File: config.mk
export PLATFORM = sky130hd
export DESIGN_NAME = microc_stack
export DESIGN_NICKNAME = d
export VERILOG_FILES = /design/src/rtl/microc_stack.sv
export SDC_FILE = /design/constraint.sdc
export NUM_CORES = 1
export LEC_CHECK = 0
export BUFFER_PORTS_ARGS = -buffer_cell sky130_fd_sc_hd__buf_4
export CAP_MARGIN = 20
export CORE_MARGIN = 2
export CORE_UTILIZATION = 49
export CTS_CLUSTER_DIAMETER = 50
export DETAILED_ROUTE_END_ITERATION = 7
export MAX_ROUTING_LAYER = met4
export PLACE_DENSITY = 0.66
export SETUP_SLACK_MARGIN = 0.4
export SLEW_MARGIN = 20
export SYNTH_ARGS = -nofsm -noshare
export SYNTH_HDL_FRONTEND = slang
export SYNTH_SLANG_ARGS = --single-unit
File: constraint.sdc
create_clock -name clk -period 6.4 [get_ports clk]
set_input_delay 1.92 -clock clk [delete_from_list [all_inputs] [get_ports clk]]
set_output_delay 1.92 -clock clk [all_outputs]
set_load 0.02 [all_outputs]
File: src/rtl/microc_stack.sv
`default_nettype none
// ============================================================================
//  Module   : microc_stack
//  Purpose  : Single-cycle 16-bit-instruction microcontroller datapath with
//             program counter, 16-entry register file, ALU, zero flag and a
//             hardware return-address stack for subroutine call/return.
//  Revision : 1.0 - initial release
// ----------------------------------------------------------------------------
//  Ports
//    clk        in   single clock, rising edge
//    reset      in   synchronous active-high reset
//    pc         out  [PCW-1:0] instruction address to program memory
//    instr      in   [15:0] instruction word at pc (combinational read)
//    s_inc      in   1: next pc = pc+1, 0: next pc = jump address
//    s_inm      in   1: operand B = zero-extended instr[11:4], RA1 = instr[3:0]
//    we         in   register-file write enable (address instr[3:0])
//    wez        in   zero-flag write enable
//    ALUOp      in   [2:0] ALU function
//    s_call     in   push pc+1, jump to instr[PCW-1:0]
//    s_ret      in   pop top of stack into pc
//    opcode     out  [5:0] instr[15:10]
//    zero       out  registered zero flag
//    sp_level   out  number of valid return-stack entries
//    stack_err  out  sticky overflow/underflow flag
// ============================================================================
module microc_stack #(
  parameter int DW    = 8,
  parameter int PCW   = 10,
  parameter int DEPTH = 4
) (
  input  logic                         clk,
  input  logic                         reset,
  output logic [PCW-1:0]               pc,
  input  logic [15:0]                  instr,
  input  logic                         s_inc,
  input  logic                         s_inm,
  input  logic                         we,
  input  logic                         wez,
  input  logic [2:0]                   ALUOp,
  input  logic                         s_call,
  input  logic                         s_ret,
  output logic [5:0]                   opcode,
  output logic                         zero,
  output logic [$clog2(DEPTH+1)-1:0]   sp_level,
  output logic                         stack_err
);

  localparam int SPW = $clog2(DEPTH+1);

  // --------------------------------------------------------------------------
  // Decode and register file
  // --------------------------------------------------------------------------
  logic [DW-1:0]  rf [16];
  logic [3:0]     ra1;
  logic [3:0]     ra2;
  logic [3:0]     wa3;
  logic [DW-1:0]  rd1;
  logic [DW-1:0]  rd2;
  logic [DW-1:0]  imm;
  logic [DW-1:0]  op_b;
  logic [DW-1:0]  alu_y;
  logic           alu_z;

  assign opcode = instr[15:10];
  // In immediate mode instr[11:4] holds the constant, so port 1 is steered
  // to the destination field and the ALU works accumulator-style.
  assign ra1    = s_inm ? instr[3:0] : instr[11:8];
  assign ra2    = instr[7:4];
  assign wa3    = instr[3:0];
  assign imm    = DW'(instr[11:4]);

  // R0 is hard-wired to zero on read; its storage is never written.
  assign rd1  = (ra1 == 4'd0) ? '0 : rf[ra1];
  assign rd2  = (ra2 == 4'd0) ? '0 : rf[ra2];
  assign op_b = s_inm ? imm : rd2;

  always_ff @(posedge clk) begin
    if (we && (wa3 != 4'd0)) begin
      rf[wa3] <= alu_y;
    end
  end

  // --------------------------------------------------------------------------
  // ALU
  // --------------------------------------------------------------------------
  always_comb begin
    alu_y = '0;
    case (ALUOp)
      3'b000:  alu_y = rd1;
      3'b001:  alu_y = ~rd1;
      3'b010:  alu_y = rd1 + op_b;
      3'b011:  alu_y = rd1 - op_b;
      3'b100:  alu_y = rd1 & op_b;
      3'b101:  alu_y = rd1 | op_b;
      3'b110:  alu_y = '0 - rd1;
      default: alu_y = '0 - op_b;
    endcase
  end

  assign alu_z = (alu_y == '0);

  // --------------------------------------------------------------------------
  // Return-address stack
  // --------------------------------------------------------------------------
  logic [PCW-1:0] stack_mem [DEPTH];
  logic [PCW-1:0] stack_top;
  logic [PCW-1:0] pc_inc;
  logic [PCW-1:0] jump_addr;
  logic           stack_empty;
  logic           stack_full;
  logic           do_push;

  assign pc_inc      = pc + PCW'(1);
  assign jump_addr   = instr[PCW-1:0];
  assign stack_empty = (sp_level == '0);
  assign stack_full  = (sp_level == SPW'(DEPTH));
  // s_ret has priority, so a simultaneous call never pushes.
  assign do_push     = s_call && !s_ret && !stack_full && !reset;

  always_comb begin
    stack_top = '0;
    for (int i = 0; i < DEPTH; i++) begin
      if (sp_level == SPW'(i + 1)) begin
        stack_top = stack_mem[i];
      end
    end
  end

  always_ff @(posedge clk) begin
    if (do_push) begin
      for (int i = 0; i < DEPTH; i++) begin
        if (sp_level == SPW'(i)) begin
          stack_mem[i] <= pc_inc;
        end
      end
    end
  end

  // --------------------------------------------------------------------------
  // PC, stack pointer and flags
  // --------------------------------------------------------------------------
  always_ff @(posedge clk) begin
    if (reset) begin
      pc        <= '0;
      zero      <= 1'b0;
      sp_level  <= '0;
      stack_err <= 1'b0;
    end else begin
      if (wez) begin
        zero <= alu_z;
      end

      if (s_ret) begin
        if (!stack_empty) begin
          pc       <= stack_top;
          sp_level <= sp_level - SPW'(1);
        end else begin
          pc        <= pc_inc;
          stack_err <= 1'b1;
        end
      end else if (s_call) begin
        pc <= jump_addr;
        if (!stack_full) begin
          sp_level <= sp_level + SPW'(1);
        end else begin
          stack_err <= 1'b1;
        end
      end else begin
        pc <= s_inc ? pc_inc : jump_addr;
      end
    end
  end

endmodule
`default_nettype wire

==> results_dict.tcl <==
set metrics [dict create \
    synthCells 942 \
    busiest_layer "met2" \
    cts-buffers-inserted 17 \
    die_area_um2 22100 \
    max_freq_mhz 175 \
    grt_start_max_net_pins 32 \
    pre_cts_slack_ns 0.237 \
    die_w_um 149 \
    sw_frac_of_total_pct 33.8 \
    p_sw_mw 1.16 \
    period_needed_ns 5.72 \
    seqPwrFrac_pct 42.2 \
    synth-async-reset-ratio_pct 0 \
    vdd_drop_max_mv 0.162 \
    skew_ns 0.0122 \
    placed_cells 1238 \
    yosysTopAreaCellShare_pct 48.2 \
    dieHeight_um 149 \
    drive_above_1_share_pct 17.4 \
    vias_per_cell 6.50 \
    clkLatencyLatePin_ns 0.44 \
    synth_area_leaders "edfxtp_1, nand2_1, mux4_2" \
    synth_most_common_cell "edfxtp_1" \
    fin_tns_setup_ns 0 \
    clockPowerShare_pct 31.8 \
    path_class "in2reg" \
    placementRows 52 \
    numClockSinks 180 \
    yosys-top-cells-count "edfxtp_1, nand2_1, nor2_1, a21oi_1, o21ai_0" \
    power_density_nw_per_um2 296 \
    clkTransAtPathRegs_ns 0.08 \
    drtIter0Drc 1108 \
    initial_utilization_pct 50.3 \
    via_count 8254 \
    n_fill_cell 1779 \
    setup_slack_ns 0.676 \
    grt_overflow 0 \
    ys_warn_count 0 \
    synth.distinct_cells 74 \
    synth-seq-area-share_pct 51.2 \
    multi_input_area_um2 4620 \
    syn_avg_cell_area_um2 10.9 \
    drt_pre_antenna_iters 5 \
    slew_violations 0 \
    relSlewSlack_pct 25.0 \
    regArea_um2 5260 \
    hold_buffers 0 \
    port-buffer-count 39 \
    antenna_found_initial 0 \
    wl_um 32900 \
    grt_first_pass_wirelength_um 49600 \
    fin_crit_sh_pct 89.4 \
    setup_violations 0 \
    cts_setup_buffers 0 \
    cp_max_fo 22 \
    p_leak_nw 4.19 \
    ys_ff_latch 180 \
    nets 1033 \
    setup.worst_path.end_class "register" \
    io_pins 48 \
    grt_use_met1_pct 43.2 \
    core_area_um2 20400 \
    drtAntennaViolNets 0 \
    timing_hold_violations_final 0 \
    grt_setup_unrepaired "false" \
    met3_usage_pct 4.71 \
    root_buffer "clkbuf_16" \
    grtUsageTotal_pct 31.3 \
    drc_errors 0 \
    htreeDepth 4 \
    ff2ff_setup_slack_ns 2.07 \
    tightest_slew_ns 1.12 \
    arrival_ns 5.89 \
    grt_pass1_vias 7751 \
    clock_path_buffers 2 \
    area_growth_pct 12.6 \
    synth_area_um2 10300 \
    synth_edf_count 165 \
    final_cells 1270 \
    yosysTopAreaCell "edfxtp_1" \
    p_int_mw 2.26 \
    post_drt_wl_per_cell_um 25.9 \
    dpl.hpwl_um 23700 \
    antenna_cells 0 \
    cp.required_ns 6.57 \
    maxCapViolCount 0 \
    post_cts_resized 0 \
    status "finished, final reports clean" \
    synth_ff_type "edfxtp_1" \
    cp-start-kind "input pin" \
    gp_congestion 1.04 \
    met2_usage_pct 46.3 \
    hp-class "reg2reg" \
    cts_tree "yes" \
    combPwrFrac_pct 26.0 \
]
critical path, cell delays in order:
cell	delay, ns
buf_4	0.27
mux2_2	0.39
buf_4	0.36
mux2i_1	0.26
o221ai_1	0.16
a31oi_1	0.35
a21oi_2	0.15
ha_1	0.28
nor2b_1	0.12
o21ai_0	0.21
a21oi_1	0.12
o21ai_0	0.23
a211o_1	0.17
xnor3_1	0.22
xnor2_1	0.14
a31oi_1	0.17
o21ai_1	0.12
buf_4	0.23
metrics by stage:
step                      total power, mW  hold WS [ns]  instance area (um2)  util (%)
final                                3.42         0.499                11600      56.6
after global routing                 3.56         0.530                11600      56.6
after CTS                            3.42         0.495                11600      56.6
after floorplan                      2.04         0.547                10300         -
after global placement               2.34         0.453                10900      53.5
after detailed placement             2.34         0.476                10900      53.5
final cells by class:
| cell class | instances | share of cell area [%] |
|---|---|---|
| Clock inverter | 15 | 1.68 |
| Inverter | 27 | 0.876 |
| Timing Repair Buffer | 84 | 5.48 |
| Multi-Input combinational cell | 677 | 39.9 |
| Tap cell | 270 | 2.92 |
| Sequential cell | 180 | 45.4 |
| Clock buffer | 17 | 3.68 |
routing by layer:
| metal | up-vias | wire length [um] | share of wire [%] |
|---|---|---|---|
| met5 | - | 0 | 0 |
| met4 | 0 | 1630 | 4.9 |
| met3 | 94 | 3080 | 9.3 |
| met2 | 557 | 14600 | 44 |
| met1 | 3957 | 13600 | 41 |
| li1 | 3646 | - | - |
power groups by stage:
stage | logic [mW] | clock network, mW | registers, mW
3_3_place_gp | 0.868 | 0 | 1.47
5_1_grt | 0.968 | 1.14 | 1.45
3_5_place_dp | 0.874 | 0 | 1.47
2_1_floorplan | 0.558 | 0 | 1.48
6_report | 0.890 | 1.09 | 1.44
4_1_cts | 0.877 | 1.10 | 1.44
kinds of logic (layout without fill, tap and decap cells):
family / count (synthesis) / in the layout / share of synthesized area, %
buffers and inverters: 89 / 143 / 4.30
muxes: 72 / 72 / 9.76
DFF: 180 / 180 / 51.2
AOI/OAI and AO/OA: 255 / 255 / 16.7
adders and majority gates: 19 / 19 / 2.39
other: 1 / 5 / 0.0365
and+or+nand+nor: 298 / 298 / 13.2
xor gates and xnor gates: 28 / 28 / 2.52
cells in the final DEF, fill, tap and decap left out, types with 7 or more instances in the layout:
cell type	Yosys	layout
mux2_2	8	8
clkbuf_16	0	17
xnor2_1	16	16
inv_1	25	25
a22oi_1	20	20
xor2_1	11	11
o22ai_1	14	14
ha_1	18	18
o21ai_1	13	13
o221ai_1	8	8
mux4_2	20	20
buf_4	14	83
a211oi_1	20	20
a31oi_1	15	15
nor2b_1	28	27
and3_1	7	7
a221oi_1	7	7
edfxtp_1	165	165
nand2b_1	10	10
nand3_1	19	19
mux2i_1	35	35
o21ai_0	37	37
a21oi_1	64	64
nand2_1	125	125
dfxtp_1	15	15
nor3_1	15	15
nor2_1	74	68
path summary, 6_finish.rpt:
path / from / end / cells after the start
worst max register to register: rf[13][1] / rf[0][7] / 17
worst min register to register: stack_err / stack_err / 2
worst min-delay path: stack_err / stack_err / 2
worst max-delay path: s_inm / rf[0][7] / 18
state kept, by name, summed over array words and instances (netlist names):
name and cells:
pc 10, rf 125, sp_level 3, stack_err 1, stack_mem 40, zero 1
Power figures use the tool's default switching activity.
